**src/rtl/mem_port_arbiter.sv**
```systemverilog
// mem_port_arbiter: shares one single-port instruction/data memory between the
// instruction-fetch port and the load/store port. Load/store has priority, and
// fetch is forced through after MAX_WAIT consecutive denials. Each access goes
// through IDLE -> ISSUE -> WAIT -> RESP, so the latency is uniform for loads,
// stores and fetches.
module mem_port_arbiter #(
    parameter int ADDR_W   = 32,
    parameter int DATA_W   = 32,
    parameter int MEM_LAT  = 2,
    parameter int MAX_WAIT = 4
) (
    input  logic                  clk,
    input  logic                  reset,
    input  logic                  if_req,
    input  logic [ADDR_W-1:0]     if_addr,
    output logic [DATA_W-1:0]     if_rdata,
    output logic                  if_valid,
    input  logic                  ls_req,
    input  logic                  ls_we,
    input  logic [ADDR_W-1:0]     ls_addr,
    input  logic [DATA_W-1:0]     ls_wdata,
    input  logic [DATA_W/8-1:0]   ls_wstrb,
    output logic [DATA_W-1:0]     ls_rdata,
    output logic                  ls_valid,
    output logic                  mem_en,
    output logic                  mem_we,
    output logic [ADDR_W-1:0]     mem_addr,
    output logic [DATA_W-1:0]     mem_wdata,
    output logic [DATA_W/8-1:0]   mem_wstrb,
    input  logic [DATA_W-1:0]     mem_rdata,
    output logic                  owner,
    output logic                  busy
);

    localparam int LCW = $clog2(MEM_LAT + 1);
    localparam int WCW = $clog2(MAX_WAIT + 1);
    localparam logic [LCW-1:0] LAT_INIT = LCW'(MEM_LAT - 1);
    localparam logic [WCW-1:0] WAIT_MAX = WCW'(MAX_WAIT);

    typedef enum logic [1:0] {
        IDLE  = 2'd0,
        ISSUE = 2'd1,
        WAIT  = 2'd2,
        RESP  = 2'd3
    } state_t;

    state_t         state;
    logic [LCW-1:0] lat_cnt;
    logic [WCW-1:0] wait_cnt;
    logic           store_op;
    logic           fetch_forced;
    logic           ls_win;

    // Arbitration: load/store wins unless fetch has been denied MAX_WAIT times
    always_comb begin
        fetch_forced = 1'b0;
        ls_win       = 1'b0;
        fetch_forced = if_req && (wait_cnt == WAIT_MAX);
        ls_win       = ls_req && !fetch_forced;
    end

    // Transaction FSM with registered memory controls, responses and status
    always_ff @(posedge clk) begin
        if (!reset) begin
            state     <= IDLE;
            lat_cnt   <= '0;
            wait_cnt  <= '0;
            store_op  <= 1'b0;
            if_rdata  <= '0;
            if_valid  <= 1'b0;
            ls_rdata  <= '0;
            ls_valid  <= 1'b0;
            mem_en    <= 1'b0;
            mem_we    <= 1'b0;
            mem_addr  <= '0;
            mem_wdata <= '0;
            mem_wstrb <= '0;
            owner     <= 1'b0;
            busy      <= 1'b0;
        end else begin
            if_valid <= 1'b0;
            ls_valid <= 1'b0;
            mem_en   <= 1'b0;
            mem_we   <= 1'b0;
            case (state)
                IDLE: begin
                    if (ls_win) begin
                        mem_addr  <= ls_addr;
                        mem_wdata <= ls_wdata;
                        mem_wstrb <= ls_wstrb;
                        mem_we    <= ls_we;
                        mem_en    <= 1'b1;
                        store_op  <= ls_we;
                        owner     <= 1'b1;
                        busy      <= 1'b1;
                        state     <= ISSUE;
                        if (if_req && (wait_cnt != WAIT_MAX))
                            wait_cnt <= wait_cnt + 1'b1;
                    end else if (if_req) begin
                        mem_addr  <= if_addr;
                        mem_wdata <= '0;
                        mem_wstrb <= '0;
                        mem_we    <= 1'b0;
                        mem_en    <= 1'b1;
                        store_op  <= 1'b0;
                        owner     <= 1'b0;
                        busy      <= 1'b1;
                        wait_cnt  <= '0;
                        state     <= ISSUE;
                    end
                end
                ISSUE: begin
                    lat_cnt <= LAT_INIT;
                    state   <= WAIT;
                end
                WAIT: begin
                    if (lat_cnt == '0) begin
                        if (owner) begin
                            ls_rdata <= store_op ? '0 : mem_rdata;
                            ls_valid <= 1'b1;
                        end else begin
                            if_rdata <= mem_rdata;
                            if_valid <= 1'b1;
                        end
                        state <= RESP;
                    end else begin
                        lat_cnt <= lat_cnt - 1'b1;
                    end
                end
                RESP: begin
                    busy  <= 1'b0;
                    state <= IDLE;
                end
                default: state <= IDLE;
            endcase
        end
    end

endmodule

```
**config.mk**
```make
export PLATFORM = sky130hd
export DESIGN_NAME = mem_port_arbiter
export DESIGN_NICKNAME = d
export VERILOG_FILES = /design/src/rtl/mem_port_arbiter.sv
export SDC_FILE = /design/constraint.sdc
export NUM_CORES = 1
export LEC_CHECK = 0
export BUFFER_PORTS_ARGS = -buffer_cell sky130_fd_sc_hd__buf_2
export CAP_MARGIN = 15
export CORE_MARGIN = 5
export CORE_UTILIZATION = 35
export DETAILED_ROUTE_END_ITERATION = 6
export SYNTH_ARGS = -nofsm -noshare
export SYNTH_HDL_FRONTEND = slang
export SYNTH_SLANG_ARGS = --single-unit
export TNS_END_PERCENT = 30
```
**constraint.sdc**
```tcl
create_clock -name clk -period 2.1 [get_ports clk]
set_input_delay 0.42 -clock clk [delete_from_list [all_inputs] [get_ports clk]]
set_output_delay 0.42 -clock clk [all_outputs]
set_load 0.01 [all_outputs]
```
# Word-level counts from Yosys, hierarchy flattened
# Cells that the tools add are included.
dict set report classes {
  add_sub_neg 2
  n_eq_ne 9
  mux 26
  n_bitwise 1
  reduce_logical 19
}
# operator n
set op_table {}
lappend op_table {{32-bit 2-to-1 mux} 5}
lappend op_table {{3-bit AND reduction} 5}
lappend op_table {{2-bit AND reduction} 5}
lappend op_table {{1-bit 2-to-1 mux} 9}
lappend op_table {{3-bit 2-to-1 mux} 3}
lappend op_table {{2-bit 2-to-1 mux} 4}
lappend op_table {{4-bit 2-to-1 mux} 2}
lappend op_table {{2-bit case mux with 4 select lines} 1}
lappend op_table {{3-bit != test, second input constant} 2}
lappend op_table {{2-bit nonzero test} 3}
lappend op_table {{2-bit equality test, second input constant} 2}
lappend op_table {{2-bit logical NOT} 2}
lappend op_table {{2-bit != test, second input constant} 2}
lappend op_table {{2-bit case mux with 2 select lines} 1}
lappend op_table {{3-bit by 1-bit adder with 3-bit output, second input constant} 1}
lappend op_table {{3-bit equality test, second input constant} 1}
lappend op_table {{1-bit logical AND} 3}
lappend op_table {{2-bit by 1-bit equality test with 1-bit output, second input constant} 1}
lappend op_table {{2-bit by 1-bit != test with 1-bit output, second input constant} 1}
lappend op_table {{1-bit case mux with 2 select lines} 1}
lappend op_table {{2-bit by 1-bit subtractor with 2-bit output, second input constant} 1}
lappend op_table {{1-bit logical NOT} 1}
lappend op_table {{1-bit inverter} 1}
dict set report word_totals {
  ff_bits 146
  out_inout_bits 138
  wordCells 72
}

# Depth between registers and ports, before layout
dict set report logic_depth {
  word_depth 6
  mapped_depth 7
  ltp_nobuf 5
}

# Least setup slack after synthesis
# No wires, ideal clock.
dict set report synth_timing {
  path_kind {reg2reg}
  start {register state[0]}
  end {register mem_wdata[12]}
  setup_ns 0.117
  arrival_time_ns 1.401
  t_required_ns 1.983
  slack_ns 0.582
  path_stages_with_launch 8
  synth_period_minus_slack_ns 1.518
  cell_sequence {dfxtp_1 inv_1 ha_1 o21a_2 nor2_2 buf_4 buf_4 a22o_1}
}
dict set report synth_via {
  elab_chain_len 2
}
# item line
set synth_lines {}
lappend synth_lines {{start, declared} 47} ;# state_t state;
lappend synth_lines {{start signal, assigned} 65} ;# state <= IDLE;
lappend synth_lines {{start signal, assigned} 96} ;# state <= ISSUE;
lappend synth_lines {{start signal, assigned} 109} ;# state <= ISSUE;
lappend synth_lines {{2-bit logical NOT} 85} ;# case (state)
lappend synth_lines {{2-bit AND reduction (no source line)} -}
lappend synth_lines {{end signal, assigned} 89} ;# mem_wdata <= ls_wdata;
lappend synth_lines {{end, declared} 28} ;# output logic [DATA_W-1:0] mem_wdata,
# No other way between the ends.
# A chain may end at the register's enable or synchronous reset.

# Final worst setup path
dict set report layout_timing {
  start {register state[1]}
  end {register mem_wdata[21]}
}
# Same word-level chain as after synthesis.

==> flow_metrics.env <==
export IMPL_root_buffer="clkbuf_16"
export IMPL_first_pass_iters=7
export IMPL_cts_sinks=146
export IMPL_cts_resized=0
export IMPL_synth_ff_type="dfxtp_1"
export IMPL_cts_max_path_buffers=2
export IMPL_clk_insertion_delay_late_ns=0.41
export IMPL_dieArea_mm2=0.0176
export IMPL_ant_nets=0
export IMPL_dp_hpwl_um=11800
export IMPL_drc=0
export IMPL_clock_fmax_mhz=586
export IMPL_synthTopCellsByArea="dfxtp_1, a22o_1, a21oi_1"
export IMPL_diodes=0
export IMPL_finish_utilization=0.503
export IMPL_grt_pass1_vias=5131
export IMPL_ys_warn_count=0
export IMPL_yosys_top_cells_count="dfxtp_1, nand2_1, a22o_1"
export IMPL_drt_iter0_markers=212
export IMPL_fin_crit_ns=1.71
export IMPL_fin_setup_tns_ns=0
export IMPL_postSynthRegisterBits=146
export IMPL_slew_viol_final=0
export IMPL_drive_above_1_share=0.397
export IMPL_dpl_worst_slack_ns=0.411
export IMPL_synth_top_area_share=0.554
export IMPL_die_h_um=133
export IMPL_syn_num_nets=697
export IMPL_grt_overflow_total=0
export IMPL_tightest_slew_ns=0.501
export IMPL_required_ns=2.40
export IMPL_fill_cells=1407
export IMPL_worstHoldPathType="in -> reg"
export IMPL_min_period_over_period=0.812
export IMPL_crit_fanout=38
export IMPL_start_util=0.360
export IMPL_final_nets=956
export IMPL_netlist_area_mm2=0.00528
export IMPL_skew_ns=0.00671
export IMPL_critPathKind="reg -> reg"
export IMPL_status="completed"
export IMPL_startpoint_type="register"
export IMPL_total_power_uw=9150
export IMPL_htreeDepth=4
export IMPL_postPlaceCellArea_mm2=0.00679
export IMPL_antenna_found_initial=0
export IMPL_synth_most_common_cell="dfxtp_1"
export IMPL_grt_pass1_wl_um=26100
export IMPL_rows=44
export IMPL_maxCapViolCount=0
export IMPL_setup_viol=0
export IMPL_synth_enable_flop_cells=0
export IMPL_final_area_mm2=0.00736
export IMPL_hp_start="ls_wdata[10]"
export IMPL_syn_instance_count=552
export IMPL_synth_distinct_cells=36
export IMPL_worst_slack_ns=0.394
export IMPL_crit_start="state[1]"
export IMPL_coreArea_mm2=0.0146
export IMPL_pin_count=275
export IMPL_routed_wl_um=16400
export IMPL_async_flop_share=0
export IMPL_synth_seq_area_share=0.554
export IMPL_avgSynthCellArea_um2=9.56
export IMPL_cts_hold_buf=0
export IMPL_wl_per_cell_um=16.3
export IMPL_ir_drop_mv=0.642
export IMPL_cts_tree="built"
export IMPL_grt_max_degree=40
export IMPL_power_leakage_uw=0.00348
export IMPL_hold_viol_final=0
export IMPL_detail_route_vias_per_cell=5.12
export IMPL_endpoint_kind="register"
export IMPL_critPathArrivalTime_ns=2.00
export IMPL_portBuffers=274
export IMPL_cts_buffers_inserted=17
export IMPL_yosysTopAreaCell="dfxtp_1"
export IMPL_r2r_start="state[1]"
export IMPL_die_x_um=133
export IMPL_gr_usage_all_layers=0.181
export IMPL_cts_clk_slew_worst_paths_ns=0.06
export IMPL_post_cts_buffers=0
export IMPL_slew_headroom=0.665
export IMPL_place_gp_congestion=0.796
export IMPL_vias=5152
export IMPL_area_growth_synth_to_final_pct=39.4
export IMPL_rsz0062_at_grt="false"
export IMPL_power_density_mw_per_mm2=1240
-- logic make-up (layout without fill, tap and decap cells) --
logic type / after synthesis / in the layout / synth area share
compound gates: 242 / 242 / 0.292
simple gates: 97 / 97 / 0.0837
buf+inv: 59 / 330 / 0.0517
flops: 146 / 146 / 0.554
fa+ha+maj: 8 / 8 / 0.0190
-- final timing paths --
path,to,slack [ns],cells past startpoint
max,mem_wdata[21],0.39,6
max reg2reg,mem_wdata[21],0.39,6
min,mem_wdata[10],0.22,2
min reg2reg,mem_addr[29],0.45,2
-- registers in the layout, summed over array words and instances, names as in the netlist, 2 cells and up --
signal,flops
lat_cnt,2
mem_addr,32
ls_rdata,32
state,2
if_rdata,32
mem_wdata,32
mem_wstrb,4
wait_cnt,3
-- metal layers --
metal	vias to the layer above	global-route usage	share of wire
met5	-	0	0
met4	0	0.0681	0.019
met3	22	0.0661	0.082
met2	226	0.302	0.48
met1	2389	0.212	0.42
li1	2515	-	-
-- layout make-up --
class | count | area [µm²] | area share
Sequential cell | 146 | 2920 | 0.397
Multi-Input combinational cell | 347 | 2090 | 0.284
Timing Repair Buffer | 289 | 1510 | 0.205
Clock buffer | 17 | 425 | 0.0578
Tap cell | 184 | 230 | 0.0313
Clock inverter | 14 | 141 | 0.0192
Inverter | 10 | 37.5 | 0.00510
-- worst max-delay path, cell delays in order (launching register included) --
cell and delay [ns]:
dfxtp_1 0.34, inv_1 0.12, ha_1 0.30, o21a_2 0.25, nor2_2 0.04, buf_4 0.26
a22o_1 0.27
-- through the flow --
| step | hold WS (ns) | instances |
|---|---|---|
| detailed placement | 0.439 | 976 |
| global route | 0.195 | 1007 |
| floorplan | 0.453 | 552 |
| finish | 0.221 | 1007 |
| CTS | 0.195 | 1007 |
| global placement | 0.433 | 976 |
-- layout by cell type, fill, tap and decap left out, drive strengths merged, types with 2 or more instances in the layout --
cell | netlist | layout
a31oi | 30 | 30
nand3 | 4 | 4
nor3 | 3 | 3
nor3b | 3 | 3
a21oi | 67 | 67
clkinv | 0 | 7
a22o | 69 | 69
o21ai | 66 | 66
o21a | 4 | 4
and2 | 3 | 3
a32oi | 2 | 2
nand4 | 2 | 2
buf | 24 | 289
clkinvlp | 0 | 4
clkbuf | 25 | 17
inv | 10 | 11
nor2 | 6 | 6
nand2 | 70 | 70
dfxtp | 146 | 146
bufinv | 0 | 2
ha | 8 | 8
-- power breakdown --
| group | switching, µW | internal [µW] | total [µW] | leakage (µW) |
|---|---|---|---|---|
| Sequential | 293 | 3350 | 3640 | 0.00119 |
| Clock | 1160 | 1740 | 2900 | 0.000271 |
| Combinational | 1560 | 1050 | 2610 | 0.00201 |
(Power assumes the default switching activity.)
